**config.mk**
```make
export PLATFORM = sky130hd
export DESIGN_NAME = wm8731_init_seq
export DESIGN_NICKNAME = d
export VERILOG_FILES = /design/src/rtl/wm8731_init_seq.sv
export SDC_FILE = /design/constraint.sdc
export NUM_CORES = 1
export LEC_CHECK = 0
export CAP_MARGIN = 10
export CORE_ASPECT_RATIO = 0.75
export CORE_MARGIN = 2
export CORE_UTILIZATION = 59
export CTS_CLUSTER_DIAMETER = 200
export DETAILED_ROUTE_END_ITERATION = 7
export PLACE_DENSITY_LB_ADDON = 0.1
export SYNTH_ARGS = -nofsm -noshare
export SYNTH_HDL_FRONTEND = slang
export SYNTH_SLANG_ARGS = --single-unit
```
**constraint.sdc**
```tcl
create_clock -name sysclk -period 3.7 [get_ports sysclk]
set_input_delay 0.925 -clock sysclk [delete_from_list [all_inputs] [get_ports sysclk]]
set_output_delay 0.925 -clock sysclk [all_outputs]
set_load 0.03 [all_outputs]
```
**src/rtl/wm8731_init_seq.sv**
```systemverilog
// wm8731_init_seq: walks the WM8731 power-up register table through the I2C writer, retrying NACKed entries
module wm8731_init_seq #(
  parameter logic [6:0] DEV_ADDR   = 7'h1A,
  parameter int         NUM_REGS   = 10,
  parameter int         GAP_CYCLES = 1000,
  parameter int         MIN_BUSY   = 4640,
  parameter int         HI_TIMEOUT = 64,
  parameter int         LO_TIMEOUT = 8000,
  parameter int         RETRY_MAX  = 3
) (
  input  logic       sysclk,
  input  logic       reset,
  input  logic       start,
  output logic       done,
  output logic       error,
  output logic       active,
  output logic       cfg_action,
  input  logic       cfg_busy,
  output logic [6:0] cfg_dev_addr,
  output logic [6:0] cfg_reg_addr,
  output logic [8:0] cfg_reg_data,
  output logic [3:0] entry_idx,
  output logic [1:0] retry_cnt
);
  localparam logic [15:0] GAP_END = 16'(GAP_CYCLES - 1);
  localparam logic [15:0] HI_END  = 16'(HI_TIMEOUT - 1);
  localparam logic [15:0] LO_END  = 16'(LO_TIMEOUT - 1);
  localparam logic [15:0] MIN_B   = 16'(MIN_BUSY);
  localparam logic [3:0]  LAST    = 4'(NUM_REGS - 1);
  localparam logic [1:0]  RMAX    = 2'(RETRY_MAX);
  typedef enum logic [3:0] {IDLE, LOAD, REQ, WAIT_HI, WAIT_LO, CHECK, GAP, DONE, FAIL} state_t;
  state_t      state;
  logic [15:0] cyc;
  logic [15:0] cyc_inc;
  function automatic logic [15:0] entry(input logic [3:0] i);
    case (i)
      4'd0:    entry = {7'd15, 9'h000};
      4'd1:    entry = {7'd0,  9'h017};
      4'd2:    entry = {7'd1,  9'h017};
      4'd3:    entry = {7'd2,  9'h079};
      4'd4:    entry = {7'd3,  9'h079};
      4'd5:    entry = {7'd4,  9'h012};
      4'd6:    entry = {7'd5,  9'h000};
      4'd7:    entry = {7'd6,  9'h000};
      4'd8:    entry = {7'd7,  9'h001};
      4'd9:    entry = {7'd9,  9'h001};
      default: entry = 16'h0000;
    endcase
  endfunction
  assign cyc_inc      = &cyc ? cyc : cyc + 16'd1;
  assign cfg_dev_addr = DEV_ADDR;
  always_ff @(posedge sysclk) begin
    if (!reset) begin
      state        <= IDLE;
      cyc          <= '0;
      done         <= 1'b0;
      error        <= 1'b0;
      active       <= 1'b0;
      cfg_action   <= 1'b0;
      entry_idx    <= '0;
      retry_cnt    <= '0;
      cfg_reg_addr <= '0;
      cfg_reg_data <= '0;
    end else begin
      cfg_action <= 1'b0;
      case (state)
        IDLE, DONE, FAIL: if (start) begin
          state     <= LOAD;
          entry_idx <= '0;
          retry_cnt <= '0;
          done      <= 1'b0;
          error     <= 1'b0;
          active    <= 1'b1;
        end
        LOAD: begin
          {cfg_reg_addr, cfg_reg_data} <= entry(entry_idx);
          if (!cfg_busy) begin
            state      <= REQ;
            cfg_action <= 1'b1;
          end
        end
        REQ: begin
          cyc   <= '0;
          state <= WAIT_HI;
        end
        WAIT_HI: if (cfg_busy) begin
          cyc   <= '0;
          state <= WAIT_LO;
        end else if (cyc >= HI_END) begin
          state  <= FAIL;
          error  <= 1'b1;
          active <= 1'b0;
        end else cyc <= cyc_inc;
        WAIT_LO: if (!cfg_busy) state <= CHECK;
        else if (cyc >= LO_END) begin
          state  <= FAIL;
          error  <= 1'b1;
          active <= 1'b0;
        end else cyc <= cyc_inc;
        CHECK: begin
          cyc <= '0;
          if (cyc >= MIN_B) begin
            entry_idx <= entry_idx + 4'd1;
            retry_cnt <= '0;
            state     <= entry_idx == LAST ? DONE : GAP;
            done      <= entry_idx == LAST;
            active    <= entry_idx != LAST;
          end else if (retry_cnt < RMAX) begin
            retry_cnt <= retry_cnt + 2'd1;
            state     <= GAP;
          end else begin
            state  <= FAIL;
            error  <= 1'b1;
            active <= 1'b0;
          end
        end
        GAP: if (cyc >= GAP_END) state <= LOAD;
        else cyc <= cyc_inc;
        default: state <= IDLE;
      endcase
    end
  end
endmodule

```
---- Word level (Yosys, flattened, before mapping) ----
Memory sizes are Yosys's and may differ from the RTL's. A register that Yosys moved wholly into a read port is not among the register bits.
Index checks and enable logic that the tools add are counted.
operators by class
  muxes and demuxes ....................... 44
  $lt $le $gt $ge ......................... 5
  reduce and logical (&&, ||, !) cells .... 15
  equality and inequality tests ........... 27
  add/sub/neg operators ................... 3
operators with widths
  cell                                                                     number
  16-bit two-way mux                                                       6
  16-bit case mux with 4 select lines                                      1
  4-bit two-way mux                                                        11
  16-bit by 13-bit >= comparator with 1-bit output, second input constant  2
  4-bit case mux with 7 select lines                                       1
  2-bit inequality test, second input constant                             12
  1-bit two-way mux                                                        17
  16-bit by 1-bit adder with 16-bit output, second input constant          1
  4-bit by 3-bit equality test with 1-bit output, second input constant    4
  16-bit by 10-bit >= comparator with 1-bit output, second input constant  1
  16-bit by 6-bit >= comparator with 1-bit output, second input constant   1
  16-bit AND reduction                                                     1
  3-bit inequality test, second input constant                             5
  5-bit AND reduction                                                      2
  4-bit by 2-bit equality test with 1-bit output, second input constant    2
  4-bit equality test, second input constant                               2
  1-bit case mux with 4 select lines                                       2
  4-bit case mux with 2 select lines                                       1
  8-bit AND reduction                                                      1
  4-bit nonzero test                                                       2
  7-bit AND reduction                                                      1
  2-bit two-way mux                                                        3
  3-bit AND reduction                                                      2
  4-bit by 1-bit adder with 4-bit output, second input constant            1
  12 further kinds                                                         12
word-level totals
  logic and storage cells ................. 105
  memory bits (read-only) ................. 176
  bits in registers ....................... 46
  input bits .............................. 4
  output and inout port bits .............. 33
  memories kept ........................... 1
memories
  memory           words  bits a word  rd ports  clocked after memory_dff  wr ports  line  text
  (no name shown)  16     11           1         1                         0         36    case (i)

---- Depth between registers and ports, before layout ----
Gate-level depths: netlist of run 1.
  depth in word-level cells ............... 5
  depth in mapped cells ................... 8
  mapped depth without buffers ............ 7

---- Worst setup path after synthesis of run 1 ----
No wires, ideal clock.
  path kind ............................... input -> register
  from .................................... input cfg_busy
  to ...................................... register cyc[5]
  setup time .............................. 0.070 ns
  slack ................................... 1.331 ns
  path buffers ............................ 1
  arrival ................................. 2.299 ns
  stages .................................. 7
  required time ........................... 3.630 ns
  cell sequence ........................... clkbuf_1 -> or3_1 -> nand3_1 -> o21ai_2 -> nand3b_4 -> or4_1 -> a21boi_1
on the way
  longest elaborated chain between the ends .. 2
  elaborated cells on any way between the ends .. 5
  those cells by class .................... 2 x eq/ne; 2 x mux; 1 x reduce/logical
ends and longest elaborated chain
  element                                                                                             line  text
  start, declared                                                                                     18    input logic cfg_busy,
  3-bit inequality test (no source line) (tied with other cells)                                      -
  5-bit AND reduction (no source line) / 16-bit case mux with 4 select lines (equally long branches)  -
  end signal, assigned                                                                                93    end else cyc <= cyc_inc;
  end signal, assigned                                                                                99    end else cyc <= cyc_inc;
  end signal, assigned                                                                                118   else cyc <= cyc_inc;
  end, declared                                                                                       33    logic [15:0] cyc;
Parallel ways exist; a longest one is shown, timed or not.
A chain may end at the register's enable or synchronous reset.

---- Worst setup path after layout of run 1 ----
Same ends and word-level chain as after synthesis.

==> results of run 1 <==
## cell families after synthesis
logic type               after synthesis  synth area share (%)
adder cells (fa/ha/maj)                6                 2.998
buffers and inverters                 47                 9.495
flip-flops                            39                 31.18
AO/OA/AOI/OAI                         91                 26.34
XOR/XNOR                               2                0.6998
multiplexers                           2                0.7996
other                                  2                0.3000
AND/OR/NAND/NOR                      123                 28.19
## layout by cell type, fill, tap and decap left out, types with 3 or more instances in the layout
cell type	netlist	layout
o2111ai_1	4	4
o211ai_1	10	10
nor4_1	3	3
conb_1	2	12
dfxtp_1	39	39
or4_1	3	3
o21ai_0	16	16
nand2b_1	6	6
a22oi_1	3	3
clkbuf_8	0	5
nor2b_1	12	12
a21oi_1	15	15
nor2_1	21	21
nand3_1	13	13
and3_1	6	6
nor3b_1	3	3
inv_1	12	12
nand2_1	18	18
ha_1	6	6
o31ai_1	3	3
and2_1	3	3
nand4_1	6	6
nor3_1	11	11
a31oi_1	3	3
clkdlybuf4s50_1	0	24
o221a_2	5	5
or3_1	4	4
## routing by layer
| layer | up-vias | routed length (um) | share of wire (%) | global-route usage, % |
|---|---|---|---|---|
| met1 | 1088 | 2859 | 52 | 38.45 |
| met2 | 68 | 2282 | 41 | 33.90 |
| met5 | - | 0 | 0 | 0 |
| li1 | 1158 | - | - | - |
| met4 | 0 | 58 | 1.0 | 7.389 |
| met3 | 7 | 343 | 6.2 | 4.018 |
## final timing paths
check	cells after the start	to
worst max-delay path	7	cyc[5]$_SDFFE_PN0P_
worst min-delay path	2	cyc[14]$_SDFFE_PN0P_
worst max register to register	7	cyc[5]$_SDFFE_PN0P_
worst min register to register	2	cyc[14]$_SDFFE_PN0P_
## final cells by class
type,count,area (um2),area share (%)
clock buffers,6,72.57,2.622
clock inverters,1,30.03,1.085
inverters,12,45.04,1.627
multi-input cells,236,1523,55.02
flip-flops and latches,39,780.7,28.21
well taps,55,68.82,2.486
repair buffers,25,247.7,8.951
## sequential cells by signal (all words and copies together) (netlist names)
| name | cells |
|---|---|
| active | 1 |
| error | 1 |
| entry_idx | 4 |
| cfg_reg_data | 5 |
| cfg_action | 1 |
| cyc | 16 |
| state | 4 |
| retry_cnt | 2 |
| done | 1 |
| cfg_reg_addr | 4 |
## where the power goes
group / leakage [uW] / internal [uW] / switching, uW / total (uW)
clock: 0.0000513 / 198 / 142 / 340
sequential: 0.000316 / 470 / 80.6 / 551
combinational: 0.000602 / 232 / 401 / 633
total: 0.000969 / 900 / 624 / 1520
## stage by stage
step / cells / setup WS (ns) / hold WS (ns) / instance area, um2
3_3_place_gp: 367 / 0.7040 / 0.4650 / 2665
5_1_grt: 374 / 0.8081 / 0.5053 / 2768
4_1_cts: 374 / 0.9427 / 0.4889 / 2768
3_5_place_dp: 367 / 0.6412 / 0.4814 / 2665
2_1_floorplan: 322 / 1.331 / 0.4525 / 2541
6_report: 374 / 0.9350 / 0.4875 / 2768
## worst max-delay path: cells and delay by family
kind / cells / cell delay (ns)
AOI/OAI and AO/OA: 2 / 0.34
buffers and inverters: 1 / 0.64
and+or+nand+nor: 4 / 1.07
==> impl_metrics.ini, run 1 <==
[outcome]
outcome = completed

[yosys]
yosys_warnings = 0
ys_seq_area_share_pct = 31.18
yosys.area.top_type = dfxtp_1
synth.area.top_cells = dfxtp_1 (31%), buf_4 (4.2%), o21ai_0 (3.2%), nor2_1 (3.1%), a21oi_1 (3.0%)
async_flop_share_pct = 0
synth-edff-count = 0
synth_common_cells = dfxtp_1 (39), nor2_1 (21), nand2_1 (18), o21ai_0 (16), a21oi_1 (15)
synth_cells = 312
synthFlopType = dfxtp_1
yosysMostFrequentCell = dfxtp_1
syn_area_per_cell_um2 = 8.025
synth_seq_cells = 39
syn-cell-area_um2 = 2504
yosysTopAreaCellShare_pct = 31.18
synth_cell_type_count = 65

[power]
peakVddDrop_mv = 0.3489
p_per_area_nw_per_um2 = 550.6
totalPowerFinal_uw = 1524
p_leak_uw = 0.0009692

[sta]
finClkSkew_ns = 0.008130
drv_slew = 0
finalSetupViolations = 0
tightest_slew_ns = 0.5878
report.final.hold_viol_count = 0
finalSetupTns_ns = 0
slew_headroom_pct = 60.73
period_needed_ns = 2.765
fmax_mhz = 361.7
rsz0062_at_grt = false
final.period_utilization_pct = 74.73

[routing]
drc = 0
antenna_left = 0
drt-total-wl_mm = 5.543
vias = 2321
drtIter0Drc = 130
drtPass1Iterations = 4
wire_per_inst_um = 14.82
routed_via_density = 6.206

[clock_tree]
postCtsResizedCells = 0
cts_hold_buf = 0
path_clk_slew_ns = 0.07
numCtsBuffers = 5
h-tree-depth = 2
cts_max_path_buffers = 2
root_buffer = clkbuf_8
cts_setup_buffers = 0
cts_sinks = 39
clkLatencyLatePin_ns = 0.29
cts_tree = done

[layout]
diodes = 0
finalNetCount = 329
drive_gt1_share_pct = 6.897
syn2layout_area_growth_pct = 10.54
final_util_pct = 68.27
fillCellCount = 342

[floorplanning]
die-area_um2 = 4786
coreArea_um2 = 4054
fp.dieH_um = 60.42
start_util_pct = 61.76
io_pins = 37
core.rowCount = 20
die_w_um = 79.22

[worst_setup_path]
critical_path_arrival_ns = 2.99
critical_path.endpoint_type = flip-flop
required_ns = 3.92
slowest_delay_ns = 0.64
path_cells = clkdlybuf4s50_1 -> or3_1 -> nand3_1 -> o21ai_2 -> nand3b_4 -> or4_1 -> a21boi_1
crit_fanout = 23
cp-startpoint = cfg_busy
setup.worst_path.start_class = primary input
worstSetupPathType = in2reg
r2r_slack_ns = 1.18
worstReg2RegStart = cyc[1]$_SDFFE_PN0P_
slowest_stage = clkdlybuf4s50_1

[global_route]
grtUsageTotal_pct = 24.40
antenna_found_initial = 0
first_global_vias = 1905
grt_start_max_net_pins = 46
grt_pass1_wl_mm = 9.252
grt-ovfl-total = 0

[min_path]
hold_path.class = reg2reg
holdCritStartpoint = cyc[14]$_SDFFE_PN0P_

[place]
dpl.hpwl_mm = 3.941
place_congestion = 0.9406
place.port_buffers = 24

[run]
drv_cap = 0
No activity file was read; power rests on OpenSTA's default activity.
==> run 2: changes to the inputs <==
--- a/config.mk
+++ b/config.mk
@@ -8,7 +8,7 @@
 export CAP_MARGIN = 10
 export CORE_ASPECT_RATIO = 0.75
 export CORE_MARGIN = 2
-export CORE_UTILIZATION = 59
+export CORE_UTILIZATION = 54
 export CTS_CLUSTER_DIAMETER = 200
 export DETAILED_ROUTE_END_ITERATION = 7
 export PLACE_DENSITY_LB_ADDON = 0.1
==> constraint.sdc (replaced) <==
create_clock -name sysclk -period 2.8 [get_ports sysclk]
set_input_delay 0.7 -clock sysclk [delete_from_list [all_inputs] [get_ports sysclk]]
set_output_delay 0.7 -clock sysclk [all_outputs]
set_load 0.03 [all_outputs]
==> impl_metrics.ini, run 2 (same netlist as run 1, synthesis figures left out) <==
[sta]
drv_slew = 0
finClkSkew_ns = 0.008401
slew_headroom_pct = 62.06
fmax_mhz = 421.2
period_needed_ns = 2.374
report.final.hold_viol_count = 0
tightest_slew_ns = 0.5678
final.period_utilization_pct = 84.79
rsz0062_at_grt = false
finalSetupTns_ns = 0
finalSetupViolations = 0
fin_ws_ns = 0.4259

[worst_setup_path]
critical-path-top-delay-family = simple AND/OR/NAND/NOR gates
endpoint = cyc[7]$_SDFFE_PN0P_
cp-startpoint = cyc[0]$_SDFFE_PN0P_
worstReg2RegStart = cyc[0]$_SDFFE_PN0P_
timing.rr.end = cyc[7]$_SDFFE_PN0P_
r2r_slack_ns = 0.43
path_depth = 7
rr_worst_depth = 7
path_cells = ha_1 -> a211oi_1 -> nor3_1 -> o311a_1 -> nand3b_4 -> or4_1 -> a21boi_1
crit_fanout = 13
setup.worst_path.start_class = flip-flop
worstSetupPathType = reg2reg
critical_path.endpoint_type = flip-flop
slowest_stage = or4_1
required_ns = 3.03
critical_path_arrival_ns = 2.61
cp_num_buf_inv = 0
slowest_delay_ns = 0.51

[routing]
wire_per_inst_um = 15.46
drt-total-wl_mm = 5.920
antenna_left = 0
wl_met2_mm = 2.421
drtIter0Drc = 240
drtPass1Iterations = 5
met1_length_mm = 2.925
vias = 2357
drc = 0
highest_layer = met4
met3_length_um = 512
routed_via_density = 6.154

[global_route]
grt_start_max_net_pins = 27
grt_pass1_wl_mm = 10.28
grtUsageTotal_pct = 25.27
first_global_vias = 2148
antenna_found_initial = 0
grt-ovfl-total = 0

[place]
place_congestion = 0.8941
dpl.hpwl_mm = 4.219
postPlaceCellArea_um2 = 2713
dp_slack_ns = 0.2755
place.port_buffers = 24

[layout]
largestRegisters = cyc x16, cfg_reg_data x5
final_util_pct = 63.05
final_cell_mix = dfxtp_1 (39), clkdlybuf4s50_1 (24), nor2_1 (21), nand2_1 (18), o21ai_0 (16)
diodes = 0
final_area_um2 = 2816
largest_reg_flops = 16
final_common_cell = dfxtp_1
syn2layout_area_growth_pct = 12.49
drive_gt1_share_pct = 9.202
finalNetCount = 335
top_register = cyc

[clock_tree]
numCtsBuffers = 5
root_buffer = clkbuf_8
cts_setup_buffers = 0
cts_max_path_buffers = 2
cts_tree = done
h-tree-depth = 2
clkLatencyLatePin_ns = 0.30
postCtsResizedCells = 0
path_clk_slew_ns = 0.07
cts_sinks = 39
cts_hold_buf = 0

[run]
drv_cap = 0

[floorplanning]
coreArea_um2 = 4467
die-area_um2 = 5203
core.rowCount = 21
io_pins = 37
die_w_um = 82.63
fp.dieH_um = 62.97
start_util_pct = 56.05

[power]
p_per_area_nw_per_um2 = 727.1
p_leak_uw = 0.0009985
peakVddDrop_mv = 0.4784

[min_path]
hold_path.class = reg2reg
holdCritStartpoint = cyc[14]$_SDFFE_PN0P_

[outcome]
outcome = completed
run 2: cell types whose count changed in the layout (fill, tap and decap cells not counted), sizes merged:
cell and delta:
clkinvlp +1, bufinv -1, buf +6, clkbuf +1
run 2: power by group:
group	switching, uW	internal, uW
sequential	80.1	622
combinational	582	333
clock	207	224
run 2: how the worst min path moves through the flow:
stage / endpoint / slack [ns] / cells past startpoint
5_1_grt: cyc[14]$_SDFFE_PN0P_ / 0.52 / 2
2_1_floorplan: cyc[14]$_SDFFE_PN0P_ / 0.45 / 2
3_3_place_gp: cyc[14]$_SDFFE_PN0P_ / 0.46 / 2
6_report: cyc[14]$_SDFFE_PN0P_ / 0.49 / 2
4_1_cts: cyc[14]$_SDFFE_PN0P_ / 0.50 / 2
3_5_place_dp: cyc[14]$_SDFFE_PN0P_ / 0.48 / 2
run 2: metal layers:
metal | GRT usage [%] | vias up
li1 | - | 1166
met1 | 39.53 | 1078
met2 | 32.56 | 104
met3 | 7.659 | 9
met4 | 7.377 | 0
met5 | 0 | -
run 2: layout make-up:
class                      instances  area, um2
inverter                          12      45.04
sequential                        39      780.7
clock buffer                       7      96.34
multi-input combinational        236       1523
tap                               57      71.32
timing repair buffer              31      292.8
clock inverter                     1      7.507
fill                             397       1650
run 2: per-stage QoR:
stage,hold WS (ns),std cells,power [uW]
3_5_place_dp,0.4843,375,1610
6_report,0.4941,383,2048
5_1_grt,0.5233,383,2179
2_1_floorplan,0.4525,322,1387
4_1_cts,0.4962,383,2044
3_3_place_gp,0.4600,375,1595
run 2: worst reg2reg max path: cells and delay by family, from the launching register on:
family / cells / cell delay (ns)
DFF: 1 / 0.37
and+or+nand+nor: 3 / 0.86
adders and majority gates: 1 / 0.29
AOI/OAI and AO/OA: 3 / 0.79
==> run 3: changes to the inputs <==
==> constraint.sdc (replaced) <==
create_clock -name sysclk -period 2.4 [get_ports sysclk]
set_input_delay 0.6 -clock sysclk [delete_from_list [all_inputs] [get_ports sysclk]]
set_output_delay 0.6 -clock sysclk [all_outputs]
set_load 0.03 [all_outputs]
==> impl_metrics.ini, run 3 (same netlist as run 1, synthesis figures left out) <==
[power]
totalPowerFinal_uw = 2438
p_leak_uw = 0.001024
peakVddDrop_mv = 0.5837
p_per_area_nw_per_um2 = 851.1

[place]
place_congestion = 0.9343
placed_cells = 379
place.port_buffers = 24
dpl.hpwl_mm = 4.214

[layout]
largestRegisters = cyc x16, cfg_reg_data x5
final_cell_mix = dfxtp_1 (39), clkdlybuf4s50_1 (24), nor2_1 (21), nand2_1 (18), o21ai_0 (16)
seq_area_um2 = 780.7
finalNetCount = 339
syn2layout_area_growth_pct = 14.39
largest_reg_flops = 16
top_register = cyc
fillCellCount = 403
multi_input_area_um2 = 1528
diodes = 0
drive_gt1_share_pct = 10.61
final_common_cell = dfxtp_1
stdcell_count = 387

[sta]
drv_slew = 0
report.final.hold_viol_count = 0
final.period_utilization_pct = 93.77
period_needed_ns = 2.250
finClkSkew_ns = 0.003923
slew_headroom_pct = 58.92
fmax_mhz = 444.4
rsz0062_at_grt = false
tightest_slew_ns = 0.6149
finalSetupTns_ns = 0
finalSetupViolations = 0

[global_route]
grt-ovfl-total = 0
grt_start_max_net_pins = 46
antenna_found_initial = 0
first_global_vias = 2124
grt_pass1_wl_mm = 10.03
grtUsageTotal_pct = 24.54

[worst_setup_path]
required_ns = 2.63
setup.worst_path.start_class = flip-flop
critical_path.endpoint_type = flip-flop
timing.rr.end = cyc[5]$_SDFFE_PN0P_
cp-startpoint = cyc[0]$_SDFFE_PN0P_
endpoint = cyc[5]$_SDFFE_PN0P_
worstSetupPathType = reg2reg
rr_worst_depth = 7
critical_path_arrival_ns = 2.48
crit_fanout = 7
r2r_slack_ns = 0.15
worstReg2RegStart = cyc[0]$_SDFFE_PN0P_

[floorplanning]
coreArea_um2 = 4467
core.rowCount = 21
fp.dieH_um = 62.97
die-area_um2 = 5203
die_w_um = 82.63
start_util_pct = 56.05
io_pins = 37

[clock_tree]
cts_max_path_buffers = 2
cts_sinks = 39
numCtsBuffers = 5
cts_tree = done
root_buffer = clkbuf_8
cts_hold_buf = 0
cts_setup_buffers = 0
path_clk_slew_ns = 0.08
h-tree-depth = 2
clkLatencyLatePin_ns = 0.29

[routing]
routed_via_density = 6.072
drtPass1Iterations = 5
wire_per_inst_um = 15.52
vias = 2350
drc = 0
antenna_left = 0
drtIter0Drc = 175
drt-total-wl_mm = 6.007

[outcome]
outcome = completed

[min_path]
hold_path.class = reg2reg

[run]
drv_cap = 0
==> run 3: cell types whose count changed in the layout (fill, tap and decap cells not counted) <==
cell      delta
buf_4        +3
a211oi_1     -1
a211oi_2     +1
buf_12       +1
==> run 3: repair_timing <==
| item | 4_1_cts | 5_1_grt |
|---|---|---|
| resized for setup | 0 | 1 |
| endpoints found under the setup margin | 0 | 1 |
| endpoints found under the hold margin | 0 | 0 |
==> run 3: worst min path at each step <==
stage                              start  slack, ns              endpoint  cells past startpoint
finish              cyc[14]$_SDFFE_PN0P_       0.48  cyc[14]$_SDFFE_PN0P_                      2
CTS                 cyc[14]$_SDFFE_PN0P_       0.48  cyc[14]$_SDFFE_PN0P_                      2
global placement    cyc[14]$_SDFFE_PN0P_       0.46  cyc[14]$_SDFFE_PN0P_                      2
detailed placement  cyc[14]$_SDFFE_PN0P_       0.47  cyc[14]$_SDFFE_PN0P_                      2
global route        cyc[14]$_SDFFE_PN0P_       0.51  cyc[14]$_SDFFE_PN0P_                      2
floorplan           cyc[14]$_SDFFE_PN0P_       0.45  cyc[14]$_SDFFE_PN0P_                      2
==> run 3: cell type report <==
type | count | share of cell area [%]
clock buffer | 7 | 3.364
clock inverter | 1 | 0.2621
inverter | 12 | 1.573
multi-input combinational | 236 | 53.34
sequential | 39 | 27.26
tap | 57 | 2.490
timing repair buffer | 35 | 11.71
==> run 3: metrics by stage <==
| step | util (%) | hold slack (ns) | setup WS [ns] | area, um2 |
|---|---|---|---|---|
| after floorplan | - | 0.4525 | 0.3443 | 2541 |
| after global routing | 64.12 | 0.5099 | 0.01371 | 2864 |
| after global placement | 61.68 | 0.4621 | 0.07937 | 2755 |
| after CTS | 64.01 | 0.4780 | 0.1297 | 2859 |
| final | 64.12 | 0.4760 | 0.1496 | 2864 |
| after detailed placement | 61.68 | 0.4665 | 0.02056 | 2755 |
==> run 3: critical path: stages, from the launching register on <==
cell and delay [ns]:
dfxtp_1 0.32, ha_1 0.27, a211oi_2 0.24, nor3_1 0.09, o311a_1 0.38, nand3b_4 0.22
or4_1 0.53, a21boi_1 0.14
==> run 3: layer usage <==
layer / vias up / share of wire (%) / track usage (%)
met2: 81 / 41 / 33.17
met1: 1089 / 52 / 38.79
met4: 0 / 0.72 / 6.967
met5: - / 0 / 0
li1: 1175 / - / -
met3: 5 / 6.2 / 4.624
==> run 3: power breakdown <==
group | switching (uW) | internal [uW] | total [uW]
Clock | 241 | 262 | 503
Combinational | 681 | 429 | 1110
Sequential | 99.6 | 725 | 825
Total | 1020 | 1420 | 2440
